File: src/rtl/nw_pkg.sv
// Shared definitions for the NW aligner: nucleotide ASCII codes, the
// sequence-buffer state encoding and the character normalisation used by loader and scorer.
package nw_pkg;

   typedef logic [7:0] char_t;

   localparam char_t CH_A = 8'h41;
   localparam char_t CH_C = 8'h43;
   localparam char_t CH_G = 8'h47;
   localparam char_t CH_T = 8'h54;
   localparam char_t CH_N = 8'h4E;

   typedef enum logic [1:0] {
      ST_IDLE  = 2'd0,
      ST_LOAD  = 2'd1,
      ST_READY = 2'd2
   } state_t;

   typedef struct packed {
      logic  invalid;
      char_t ch;
   } norm_t;

   // Upper-cases ACGT; anything else becomes N and is flagged.
   function automatic norm_t norm_char(input char_t c);
      norm_t r;
      r.invalid = 1'b0;
      case (c)
         8'h41, 8'h61: r.ch = CH_A;
         8'h43, 8'h63: r.ch = CH_C;
         8'h47, 8'h67: r.ch = CH_G;
         8'h54, 8'h74: r.ch = CH_T;
         default: begin
            r.ch      = CH_N;
            r.invalid = 1'b1;
         end
      endcase
      return r;
   endfunction

endpackage

File: src/rtl/seq_buffer_if.sv
// Character load stream into a sequence buffer: framing pulses plus a
// valid/ready data channel.
interface seq_buffer_if;
   import nw_pkg::*;

   logic  load_start;
   char_t din;
   logic  din_valid;
   logic  din_ready;
   logic  load_done;

   modport master (output load_start, din, din_valid, load_done, input din_ready);
   modport slave  (input load_start, din, din_valid, load_done, output din_ready);

endinterface

File: src/rtl/seq_mem_2r1w.sv
// DEPTH x 8 character store: one synchronous write port, two independent
// synchronous read ports whose output registers hold while disabled.
module seq_mem_2r1w
   import nw_pkg::*;
#(
   parameter int DEPTH = 128,
   parameter int AW    = $clog2(DEPTH)
) (
   input  logic          clk,
   input  logic          rst,
   input  logic          i_we,
   input  logic [AW-1:0] i_waddr,
   input  char_t         i_wdata,
   input  logic          i_re_a,
   input  logic [AW-1:0] i_raddr_a,
   output char_t         o_rdata_a,
   input  logic          i_re_b,
   input  logic [AW-1:0] i_raddr_b,
   output char_t         o_rdata_b
);

   char_t r_mem [DEPTH];
   char_t r_rdata_a;
   char_t r_rdata_b;

   // NOTE: the array has no reset so it maps onto RAM; validity is tracked by the owner.
   always_ff @(posedge clk) begin
      if (i_we) r_mem[i_waddr] <= i_wdata;
   end

   always_ff @(posedge clk or negedge rst) begin
      if (!rst) begin
         r_rdata_a <= '0;
         r_rdata_b <= '0;
      end else begin
         if (i_re_a) r_rdata_a <= r_mem[i_raddr_a];
         if (i_re_b) r_rdata_b <= r_mem[i_raddr_b];
      end
   end

   assign o_rdata_a = r_rdata_a;
   assign o_rdata_b = r_rdata_b;

endmodule

File: src/rtl/seq_buffer.sv
// Sequence store for the NW aligner: loads and normalises one sequence,
// records its length and serves two registered, bounds-checked read ports.
module seq_buffer
   import nw_pkg::*;
#(
   parameter int DEPTH = 128,
   parameter int AW    = $clog2(DEPTH),
   parameter int LW    = $clog2(DEPTH+1)
) (
   input  logic          clk,
   input  logic          rst,
   seq_buffer_if.slave   load_if,
   output logic          ready,
   output logic [LW-1:0] len,
   output logic          err_char,
   output logic          overflow,
   input  logic          rd_en_a,
   input  logic [AW-1:0] rd_addr_a,
   output char_t         rd_data_a,
   output logic          rd_oob_a,
   input  logic          rd_en_b,
   input  logic [AW-1:0] rd_addr_b,
   output char_t         rd_data_b,
   output logic          rd_oob_b
);

   state_t        r_state;
   state_t        w_next;
   logic [LW-1:0] r_wptr;
   logic [LW-1:0] r_len;
   logic          r_err;
   logic          r_ovf;
   logic          r_oob_a;
   logic          r_oob_b;
   logic          w_full;
   logic          w_din_ready;
   logic          w_ready;
   logic          w_accept;
   logic          w_oob_a;
   logic          w_oob_b;
   norm_t         w_norm;
   char_t         w_q_a;
   char_t         w_q_b;

   assign w_full   = (r_wptr == LW'(DEPTH));
   assign w_accept = load_if.din_valid & w_din_ready;
   assign w_norm   = norm_char(load_if.din);

   // NOTE: every always_comb output gets a default first so no latch is inferred.
   always_comb begin
      w_next      = r_state;
      w_din_ready = 1'b0;
      w_ready     = 1'b0;
      case (r_state)
         ST_IDLE: begin
            if (load_if.load_start) w_next = ST_LOAD;
         end
         ST_LOAD: begin
            w_din_ready = ~w_full;
            if (load_if.load_start)     w_next = ST_LOAD;
            else if (load_if.load_done) w_next = ST_READY;
         end
         ST_READY: begin
            w_ready = 1'b1;
            if (load_if.load_start) w_next = ST_LOAD;
         end
         default: w_next = ST_IDLE;
      endcase
   end

   // NOTE: sequential state uses non-blocking assignments so all registers update together.
   always_ff @(posedge clk or negedge rst) begin
      if (!rst) r_state <= ST_IDLE;
      else      r_state <= w_next;
   end

   // load_start wins over load_done and any write in the same cycle.
   always_ff @(posedge clk or negedge rst) begin
      if (!rst) begin
         r_wptr <= '0;
         r_len  <= '0;
         r_err  <= 1'b0;
         r_ovf  <= 1'b0;
      end else if (load_if.load_start) begin
         r_wptr <= '0;
         r_len  <= '0;
         r_err  <= 1'b0;
         r_ovf  <= 1'b0;
      end else if (r_state == ST_LOAD) begin
         if (w_accept) begin
            r_wptr <= r_wptr + LW'(1);
            if (w_norm.invalid) r_err <= 1'b1;
         end
         if (load_if.din_valid && w_full) r_ovf <= 1'b1;
         if (load_if.load_done)           r_len <= r_wptr + LW'(w_accept);
      end
   end

   // Reads outside READY are always oob, which hides any read-during-write.
   assign w_oob_a = (r_state != ST_READY) || (LW'(rd_addr_a) >= r_len);
   assign w_oob_b = (r_state != ST_READY) || (LW'(rd_addr_b) >= r_len);

   always_ff @(posedge clk or negedge rst) begin
      if (!rst) begin
         r_oob_a <= 1'b0;
         r_oob_b <= 1'b0;
      end else begin
         if (rd_en_a) r_oob_a <= w_oob_a;
         if (rd_en_b) r_oob_b <= w_oob_b;
      end
   end

   seq_mem_2r1w #(.DEPTH(DEPTH), .AW(AW)) u_mem (
      .clk       (clk),
      .rst       (rst),
      .i_we      (w_accept),
      .i_waddr   (r_wptr[AW-1:0]),
      .i_wdata   (w_norm.ch),
      .i_re_a    (rd_en_a),
      .i_raddr_a (rd_addr_a),
      .o_rdata_a (w_q_a),
      .i_re_b    (rd_en_b),
      .i_raddr_b (rd_addr_b),
      .o_rdata_b (w_q_b)
   );

   assign load_if.din_ready = w_din_ready;
   assign ready             = w_ready;
   assign len               = r_len;
   assign err_char          = r_err;
   assign overflow          = r_ovf;
   assign rd_oob_a          = r_oob_a;
   assign rd_oob_b          = r_oob_b;
   assign rd_data_a         = r_oob_a ? '0 : w_q_a;
   assign rd_data_b         = r_oob_b ? '0 : w_q_b;

endmodule

File: src/flat_wrapper.sv
// flat-port wrapper written by rule: the top's interface ports become plain ports
module seq_buffer_flat import nw_pkg::*;
#(
   parameter int DEPTH = 128,
   parameter int AW    = $clog2(DEPTH),
   parameter int LW    = $clog2(DEPTH+1)
)
  (clk, rst, ready, len, err_char, overflow, rd_en_a, rd_addr_a, rd_data_a, rd_oob_a, rd_en_b, rd_addr_b, rd_data_b, rd_oob_b, load_if_load_start, load_if_din, load_if_din_valid, load_if_load_done, load_if_din_ready);
  seq_buffer_if load_if_i ();
  input  logic clk;
  input  logic rst;
  output logic ready;
  output logic [LW-1:0] len;
  output logic err_char;
  output logic overflow;
  input  logic rd_en_a;
  input  logic [AW-1:0] rd_addr_a;
  output char_t rd_data_a;
  output logic rd_oob_a;
  input  logic rd_en_b;
  input  logic [AW-1:0] rd_addr_b;
  output char_t rd_data_b;
  output logic rd_oob_b;
  input wire logic [$bits(load_if_i.load_start)-1:0] load_if_load_start;
  input wire logic [$bits(load_if_i.din)-1:0] load_if_din;
  input wire logic [$bits(load_if_i.din_valid)-1:0] load_if_din_valid;
  input wire logic [$bits(load_if_i.load_done)-1:0] load_if_load_done;
  output wire logic [$bits(load_if_i.din_ready)-1:0] load_if_din_ready;
  assign load_if_i.load_start = load_if_load_start;
  assign load_if_i.din = load_if_din;
  assign load_if_i.din_valid = load_if_din_valid;
  assign load_if_i.load_done = load_if_load_done;
  assign load_if_din_ready = load_if_i.din_ready;
  seq_buffer #(.DEPTH(DEPTH), .AW(AW), .LW(LW)) u_core (.clk(clk), .rst(rst), .load_if(load_if_i), .ready(ready), .len(len), .err_char(err_char), .overflow(overflow), .rd_en_a(rd_en_a), .rd_addr_a(rd_addr_a), .rd_data_a(rd_data_a), .rd_oob_a(rd_oob_a), .rd_en_b(rd_en_b), .rd_addr_b(rd_addr_b), .rd_data_b(rd_data_b), .rd_oob_b(rd_oob_b));
endmodule
File: config.mk
export PLATFORM = sky130hd
export DESIGN_NAME = seq_buffer_flat
export DESIGN_NICKNAME = d
export VERILOG_FILES = /design/src/rtl/nw_pkg.sv /design/src/rtl/seq_buffer_if.sv /design/src/rtl/seq_mem_2r1w.sv /design/src/rtl/seq_buffer.sv /design/src/flat_wrapper.sv
export SDC_FILE = /design/constraint.sdc
export NUM_CORES = 1
export LEC_CHECK = 0
export BUFFER_PORTS_ARGS = -buffer_cell sky130_fd_sc_hd__buf_2
export CORE_AREA = 2 2 308 310
export CTS_CLUSTER_DIAMETER = 150
export DETAILED_ROUTE_END_ITERATION = 8
export DIE_AREA = 0 0 310 312
export HOLD_SLACK_MARGIN = 0.03
export RECOVER_POWER = 50
export SETUP_SLACK_MARGIN = 0.1
export SYNTH_ARGS = -nofsm -noshare
export SYNTH_HDL_FRONTEND = slang
export SYNTH_SLANG_ARGS = --single-unit
File: constraint.sdc
create_clock -name clk -period 2.34 [get_ports clk]
set_clock_uncertainty 0.05 [all_clocks]
set_input_delay 0 -clock clk [delete_from_list [all_inputs] [get_ports clk]]
set_output_delay 0 -clock clk [all_outputs]
set_load 0.005 [all_outputs]
Word level (Yosys, flattened, before mapping)
Memory sizes are Yosys's and may differ from the RTL's. A register that Yosys moved wholly into a read port is not among the register bits.
Index checks and enable logic that the tools add are counted.

word-level totals
  flip-flop bits (word level) = 38
  memory bits (writable) = 640
  output and inout port bits = 30
  memories kept = 1

cells by class
  add/subtract/negate cells = 2
  magnitude comparators = 2
  eq/ne operators = 15
  mux-type cells = 24
  bitwise gates (word level) = 2
  reduce and logical (&&, ||, !) cells = 21

memory list
  name                words  bits a word  read ports  clocked after memory_dff  wr ports  RTL line            source
  u_core.u_mem.r_mem  128    5            2           2                         1         seq_mem_2r1w.sv:22  char_t r_mem [DEPTH];

operator list
  kind                                                                    number
  8-bit by 7-bit equality test with 1-bit output (second input constant)  8
  8-bit two-way mux                                                       8
  5-bit case mux with 4 select lines                                      1
  7-bit by 8-bit >= comparator with 1-bit output                          2
  1-bit two-way mux                                                       11
  2-bit OR reduction                                                      5
  8-bit by 1-bit adder with 8-bit output                                  1
  8-bit by 1-bit adder with 8-bit output (second input constant)          1
  8-bit equality test (second input constant)                             1
  2-bit AND reduction                                                     4
  2-bit nonzero test                                                      4
  8-bit OR reduction                                                      1
  2-bit two-way mux                                                       3
  2-bit by 1-bit != test with 1-bit output (second input constant)        2
  2-bit case mux with 2 select lines                                      1
  3-bit != test (second input constant)                                   1
  3-bit AND reduction                                                     1
  2-bit by 1-bit equality test with 1-bit output (second input constant)  1
  2-bit equality test (second input constant)                             1
  1-bit zero test                                                         2
  2-bit zero test                                                         1
  1-bit logical OR                                                        2
  2-bit != test (second input constant)                                   1
  1-bit AND                                                               1
  2 further kinds                                                         2

Depth between registers and ports, before layout
Gate-level depths: netlist of run 1.

  depth in word-level cells = 8
  gate-level depth with buffers = 14
  depth with buffers taken out = 10

Hierarchy
Synthesis of run 1 repeated with hierarchy kept, for this count alone.

second synthesis, totals
  cell total of the unflattened synthesis = 2,984
  area total of the unflattened synthesis = 51,065.2 µm²

modules (own cells, without submodules)
  module        instances  cells an instance  area each (µm²)  sequential area each (µm²)
  seq_mem_2r1w  1          2,804              49,434.9         31,149.9
  seq_buffer    1          180                1,630.3          550.5

Worst setup path after synthesis of run 1
No wires, ideal clock.

  path kind = input to register
  from = in load_if_din[3]
  to = mem u_core.u_mem.r_mem[0][1] in the netlist's numbering (data pin)
  arrival = 6,839 ps
  required time = 1,464 ps
  setup slack = -5,375 ps
  stages = 4
  cell sequence = nor3b_1 nand3b_1 nor2_1 a21oi_1

between the ends
  word-level cells in the longest chain between the ends = 3
  elaborated cells on any way between the ends = 13
  those cells by class = eq/ne: 8; mux: 1; reduce/logical: 4

ends and longest elaborated chain
  element                                         RTL line            source
  start: declaration                              flat_wrapper.sv:25  input wire logic [$bits(load_if_i.din)-1:0] load_if_din;
  8-bit by 7-bit equality test with 1-bit output  nw_pkg.sv:28        case (c)
  2-bit OR reduction, on equally long branches    -
  5-bit case mux with 4 select lines (*)          nw_pkg.sv:28
  named net u_core.u_mem.i_wdata[1]               seq_mem_2r1w.sv:13  input char_t i_wdata,
  end: declaration                                seq_mem_2r1w.sv:22

Mark *: on every way through the listed nets, which the timed path passes. The rest lies on a longest branch.

==> out/metrics.csv, run 1 <==
metric;value;unit
outcome;complete, but fails checks;
violations;max-capacitance violations, max-slew violations;
slew_viol_final;324;
maxCapViolCount;4;
worstPathBufferInverterCount;0;
start_util;34.9;%
r2r_cells;5;
grtUsageTotal;20.2;%
htreeDepth;3;
dieArea;0.0967;mm^2
synth_seq_cells;674;
grt_max_degree;129;
grtUsageMet2;32.7;%
crit_slowest_cell;mux4_2;
busiest_layer;met2;
syn2layout_area_growth;18.6;%
p_clk_share;43.1;%
gp_congestion;0.923;
cts_buffers;70;
p_seq_share;49.9;%
path_max_fanout;2;
pin_count;59;
wl;97600;um
clock_latency;0.62;ns
required;2.81;ns
min_period_over_period;97.9;%
nets;2246;
grt_pass1_vias;20800;
synth-edff-count;640;
critical-path-top-delay-family;multiplexers;
avgSynthCellArea;16.8;um^2
grt_overflow;0;
place.detailed.hpwl;68300;um
clkTransAtPathRegs;0.06;ns
setup_viol;0;
antenna_found_initial;2;
cp.depth;5;
total_power;26400;uW
swShare;22.6;%
drive_above_1_share;33.0;%
grt_pass1_wl;143000;um
port_buffers;53;
end_kind;flip-flop;
leakage;0.0133;uW
rsz0062_at_grt;yes;
nFillCells;8348;
cts_setup_buffers;0;
p_switching;5960;uW
grt.met3_usage;3.28;%
cts_root_buffer;clkbuf_16;
syn_inst;1929;
critPathKind;flip-flop to flip-flop;
crit_end;u_core.u_mem.o_rdata_a[2];
hold_violations;0;
min_path_type;input pin to flip-flop;
first_pass_iters;5;
wire_per_inst;27.8;um
r2r_end;u_core.u_mem.o_rdata_a[2];
cts.path.max_buffers;3;
intPower;20400;uW
r2r_setup_slack;0.05;ns
regToRegStartpoint;u_core.u_mem.r_mem[59][2];
core_area;0.0930;mm^2
syn-cell-area;0.0325;mm^2
fmax;436;MHz
placed_area;0.0361;mm^2
die_y;312;um
tritoncts;done;
pwr-share-comb;7.0;%
ir_drop;406;uV
die_x;310;um
antenna_cells;0;
rows;112;
yosys_most_used_dff;edfxtp_1;
fin_crit;2.29;ns
crit_arrival;2.76;ns
num_vias;20300;
slowest_delay;0.54;ns
cp-startpoint;u_core.u_mem.r_mem[59][2];
cellPowerDensity;685;mW/mm^2
start_kind;flip-flop;
ant_nets;0;
synth.distinct_cells;59;
worstPathCellList;mux4_2 -> mux4_2 -> o211ai_1 -> a21oi_1 -> a22o_1;
slew_headroom;-43.3;%
async_flop_share;5.04;%
cts_sinks;674;
crit_top_cell;mux4_2;
avgViaCountPerCell;5.78;
design_area;0.0385;mm^2
grt_use_met1;27.6;%
yosys_warnings;0;
dr.first_iter.drc_count;2336;
worstMarginPinSlew;2.15;ns
drc;0;
synth_seq_area_share;61.8;%
-- power groups by stage --
stage          registers, uW  clock network [uW]  logic, uW
6_report               13200               11400       1860
5_1_grt                13200               12000       1960
4_1_cts                13200               11600       1850
3_5_place_dp           13400                   0       1820
3_3_place_gp           13400                   0       1800
2_1_floorplan          13400                   0       1080
-- final cells by class --
type / instances / area [um^2] / area share, %
flip-flops and latches: 674 / 20100 / 52.1
inverters: 19 / 71.3 / 0.185
well taps: 1254 / 1570 / 4.07
repair buffers: 335 / 2820 / 7.31
clock buffers: 83 / 1900 / 4.92
clock inverters: 46 / 419 / 1.09
multi-input cells: 1099 / 11700 / 30.3
-- how the worst min path moves through the flow --
stage,cells after the start,slack [ns],startpoint,endpoint
3_5_place_dp,1,0.14,rst,u_core.len[1]
6_report,4,0.09,rd_addr_b[4],u_core.u_mem.o_rdata_b[3]
5_1_grt,4,0.12,rd_addr_b[4],u_core.u_mem.o_rdata_b[0]
3_3_place_gp,1,0.11,rst,u_core.len[3]
2_1_floorplan,0,-0.35,rst,u_core.err_char
4_1_cts,4,0.03,rd_addr_b[4],u_core.u_mem.o_rdata_b[3]
-- cells in the final DEF (no fill, tap or decap), types with 35 or more instances in the layout --
cell / instances
nor2_1: 160
mux2i_1: 145
a22oi_1: 35
edfxtp_1: 640
buf_4: 234
nor2b_1: 37
clkbuf_16: 74
mux4_2: 262
nand2_1: 60
o22ai_1: 65
buf_2: 41
-- state kept, by name, summed over array words and instances, names as in the netlist --
| name | count |
|---|---|
| u_core.err_char | 1 |
| u_core.u_mem.r_mem | 640 |
| u_core.len | 8 |
| u_core.r_wptr | 8 |
| u_core.u_mem.o_rdata_b | 6 |
| u_core.rd_oob_b | 1 |
| u_core.r_state | 2 |
| u_core.rd_oob_a | 1 |
| u_core.u_mem.o_rdata_a | 6 |
| u_core.overflow | 1 |
-- metal layers --
layer  vias to the layer above  part of all wire, %
li1                       8514                    -
met1                     10600                   40
met2                      1034                   48
met3                       180                  9.0
met4                         2                  3.3
met5                         -                0.013
-- metrics by stage --
| step | setup TNS (ns) | utilization, % | instances | hold slack [ns] | setup slack [ns] |
|---|---|---|---|---|---|
| 2_1_floorplan | -227.77 | - | 1932 | -0.346 | -1.01 |
| 3_3_place_gp | -0.919 | 38.8 | 3368 | 0.113 | -0.326 |
| 3_5_place_dp | -0.947 | 38.8 | 3368 | 0.141 | -0.318 |
| 4_1_cts | 0 | 41.4 | 3510 | 0.0306 | 0.0976 |
| 5_1_grt | 0 | 41.4 | 3510 | 0.118 | 0.0501 |
| 6_report | 0 | 41.4 | 3510 | 0.0867 | 0.0481 |
-- cells in the mapped netlist (16+ instances only) --
cell / number / area share [%]
edfxtp_1: 640 / 59
mux4_2: 262 / 18
nor2_1: 177 / 2.0
mux2i_1: 148 / 4.6
o22ai_1: 65 / 1.3
nand2_1: 61 / 0.70
clkbuf_1: 53 / 0.61
nor2b_1: 39 / 0.75
buf_2: 37 / 0.57
a22oi_1: 35 / 0.81
a21oi_1: 34 / 0.52
dfrtp_1: 34 / 2.6
nand3_1: 28 / 0.43
buf_4: 26 / 0.60
a211oi_1: 23 / 0.53
mux2_2: 21 / 0.73
ha_1: 18 / 0.69
nor3_1: 18 / 0.28
inv_1: 16 / 0.18
o21ai_0: 16 / 0.25
-- repair_timing --
item,4_1_cts,5_1_grt
gates resized for setup,8,15
hold buffers,13,0
hold endpoints to repair,67,0
endpoints found under the setup margin,4,123
pin swaps,1,5
-- logic make-up (layout without fill, tap and decap cells) --
family	count (synthesis)	count (layout)	share of synthesized area, %
xor gates and xnor gates	11	11	0.297
AOI/OAI and AO/OA	246	246	5.25
other	1	4	0.0115
DFF	674	674	61.8
muxes	434	434	23.7
and+or+nand+nor	386	386	5.52
buffers and inverters	159	483	2.73
adders and majority gates	18	18	0.693
-- tightest hold or removal path, cell delays in order --
cell and delay (ns):
buf_2 0.33, a221oi_1 0.17, o21ai_0 0.14, a211oi_1 0.08
(Power assumes the default switching activity.)
==> inputs of run 2 (changes only) <==
ABC_AREA = 1   (was default)
CORE_AREA = 2 2 319 321   (was 2 2 308 310)
DIE_AREA = 0 0 321 323   (was 0 0 310 312)
==> out/metrics.csv, run 2 <==
metric;value;unit;change
min_period_over_period;93.7;%;-4.2 points
yosys-top-cells-count;nand2_1 (1425), nand3_1 (1237), edfxtp_1 (640), nor2_1 (155), buf_2 (123);;
total_power;27400;uW;+4.0%
first_pass_iters;6;;+1
dr.first_iter.drc_count;3914;;+68%
synth.distinct_cells;40;;-32%
synth-xor-area-share;0.101;%;-0.20 points
syn-cell-area;0.0349;mm^2;+7.3%
nets;4038;;+80%
top_register;u_core.u_mem.r_mem;;
largest_reg_flops;640;;unchanged
cts_sinks;674;;unchanged
die_x;321;um;+3.5%
ant_nets;0;;unchanged
worstPathCellList;nand2_1 -> nand3_1 -> nand3_1 -> nand3_1 -> nand3_2 -> nand2_1 -> nand2_1 -> nand3_1 -> dlygate4sd3_1 -> nand3_1 -> nand2_1;;
synth_adder_area_share;0.646;%;-0.047 points
async_flop_share;5.04;%;unchanged
start_util;34.6;%;-0.30 points
synth_seq_cells;674;;unchanged
slew_viol_final;330;;+1.9%
clock_latency;0.62;ns;about the same
die_y;323;um;+3.5%
grt_overflow;0;;unchanged
cts_buffers;69;;-1.4%
synth-edff-count;640;;unchanged
synth_largest_area_cell;edfxtp_1;;
grt_pass1_vias;28100;;+35%
yosys_most_used_dff;edfxtp_1;;
layout_common_cells;nand2_1 (1422), nand3_1 (1231), edfxtp_1 (640);;
wire_per_inst;21.8;um;-22%
gp_congestion;0.896;;-2.9%
synth_compound_area_share;0.582;%;-4.7 points
grt_max_degree;130;;+0.78%
crit_arrival;2.65;ns;-0.11 ns
path_max_fanout;2;;unchanged
yosys_warnings;0;;unchanged
place.detailed.hpwl;71400;um;+4.6%
synthMuxAreaShare;0;%;-24 points
tritoncts;done;;
end_kind;flip-flop;;
yosys.area_share.simple;35.7;%;+30 points
synth_most_common_cell;nand2_1;;
dieArea;0.104;mm^2;+7.2%
leakage;0.0152;uW;+14%
final_common_cell;nand2_1;;
maxCapViolCount;3;;-1
min_path_type;input pin to flip-flop;;
drc;0;;unchanged
rows;117;;+4.5%
hold_violations;0;;unchanged
ir_drop;459;uV;+13%
grtUsageTotal;22.2;%;+2.0 points
seqCellArea;0.0201;mm^2;unchanged
slew_headroom;-19.7;%;+24 points
nFillCells;9750;;+17%
drive_above_1_share;11.4;%;-22 points
violations;max-capacitance violations, max-slew violations;;
htreeDepth;3;;unchanged
pin_count;59;;unchanged
worstMarginPinSlew;1.80;ns;-0.355 ns
grt_pass1_wl;175000;um;+23%
required;2.80;ns;about the same
netlist.area_leader.share;55.1;%;-4.0 points
clkTransAtPathRegs;0.06;ns;about the same
core_area;0.101;mm^2;+8.2%
setup_viol;0;;unchanged
cts.path.max_buffers;3;;unchanged
slowest_delay;0.56;ns;+0.02 ns
avgViaCountPerCell;5.61;;-2.9%
crit_slowest_cell;dlygate4sd3_1;;
port_buffers;53;;unchanged
synth_top_family_by_area;simple AND/OR/NAND/NOR gates;;
critPathKind;flip-flop to flip-flop;;
synth_seq_area_share;57.6;%;-4.2 points
cts_root_buffer;clkbuf_16;;
crit_top_cell;nand3_1;;
yosys-top-cells-area;edfxtp_1 (55%), nand3_1 (18%), nand2_1 (15%);;
rsz0062_at_grt;yes;;
final_util;40.0;%;-1.4 points
multi_input_area;0.0134;mm^2;+15%
antenna_found_initial;1;;-1
syn_inst;3946;;+100%
fin_crit;2.19;ns;-0.0983 ns
antenna_cells;0;;unchanged
avgSynthCellArea;8.83;um^2;-48%
wl;117000;um;+19%
fmax;456;MHz;+4.5%
outcome;complete, but fails checks;;
syn2layout_area_growth;15.6;%;
start_kind;flip-flop;;
cellPowerDensity;681;mW/mm^2;-0.55%
num_vias;30000;;+48%
-- run 2: cell types whose count changed after synthesis, sizes merged, moves of 39 or more --
| cell | before | now |
|---|---|---|
| buf | 87 | 238 |
| nand2 | 61 | 1431 |
| inv | 19 | 66 |
| nor2b | 39 | 0 |
| mux2i | 148 | 0 |
| nand3 | 28 | 1241 |
| o22ai | 65 | 5 |
| mux4 | 265 | 0 |
-- run 2: report_power, final --
part	internal, uW	leakage, uW	switching [uW]
registers	13100	0.00660	37.3
clock network	6750	0.00113	4710
logic	849	0.00744	1990
total	20700	0.0152	6740
-- run 2: final timing paths --
check                                           from                         to  slack, ns  depth (start not counted)
setup / recovery           u_core.u_mem.r_mem[67][0]  u_core.u_mem.o_rdata_a[0]       0.15                         11
hold / removal                    load_if_load_start            u_core.overflow       0.16                          3
setup reg to reg           u_core.u_mem.r_mem[67][0]  u_core.u_mem.o_rdata_a[0]       0.15                         11
hold reg to reg            u_core.u_mem.o_rdata_b[6]  u_core.u_mem.o_rdata_b[6]       0.40                          2
max in group asynchronous                        rst           u_core.r_wptr[0]       1.01                          4
min in group asynchronous                        rst  u_core.u_mem.o_rdata_b[0]       0.60                          4
-- run 2: per-stage QoR --
step	instances	hold WS [ns]	setup TNS [ns]	worst slack [ns]	instance area (um^2)
after global routing	5353	0.155	0	0.0490	40300
after CTS	5347	0.126	0	0.113	40300
final	5353	0.158	0	0.146	40300
after floorplan	3949	-0.346	-271.73	-1.39	35300
after detailed placement	5206	0.0729	0	0.106	37800
after global placement	5206	0.0761	0	0.120	37800
-- run 2: cell type report --
cell class | count | share of cell area (%)
inverter | 69 | 0.767
timing repair buffer | 260 | 6.35
sequential | 674 | 49.8
clock buffer | 88 | 4.72
multi-input combinational | 2917 | 33.3
tap | 1309 | 4.07
clock inverter | 36 | 1.00
-- run 2: timing repair --
action                                 4_1_cts  5_1_grt
resized for setup                            2       19
endpoints found under the hold margin       68        0
hold buffers                                17        0
setup endpoints to repair                    9      140
setup buffers                                0        6
-- run 2: cell families after synthesis --
kind of cell | after synthesis
fa+ha+maj | 18
buf+inv | 358
xor+xnor | 4
other cells | 1
compound gates | 37
flops | 674
simple gates | 2854
-- run 2: layer usage --
metal | part of all wire [%] | global-route usage (%) | vias to the layer above
li1 | - | - | 13700
met1 | 40 | 30.4 | 14300
met2 | 46 | 35.1 | 1811
met3 | 10 | 3.44 | 289
met4 | 4.1 | 9.43 | 2
met5 | 0.0094 | 0 | -
-- run 2: critical path, delay by kind of cell, from the launching register on --
family / cells / cell delay (ns)
buf+inv: 1 / 0.56
flops: 1 / 0.40
simple gates: 10 / 1.07
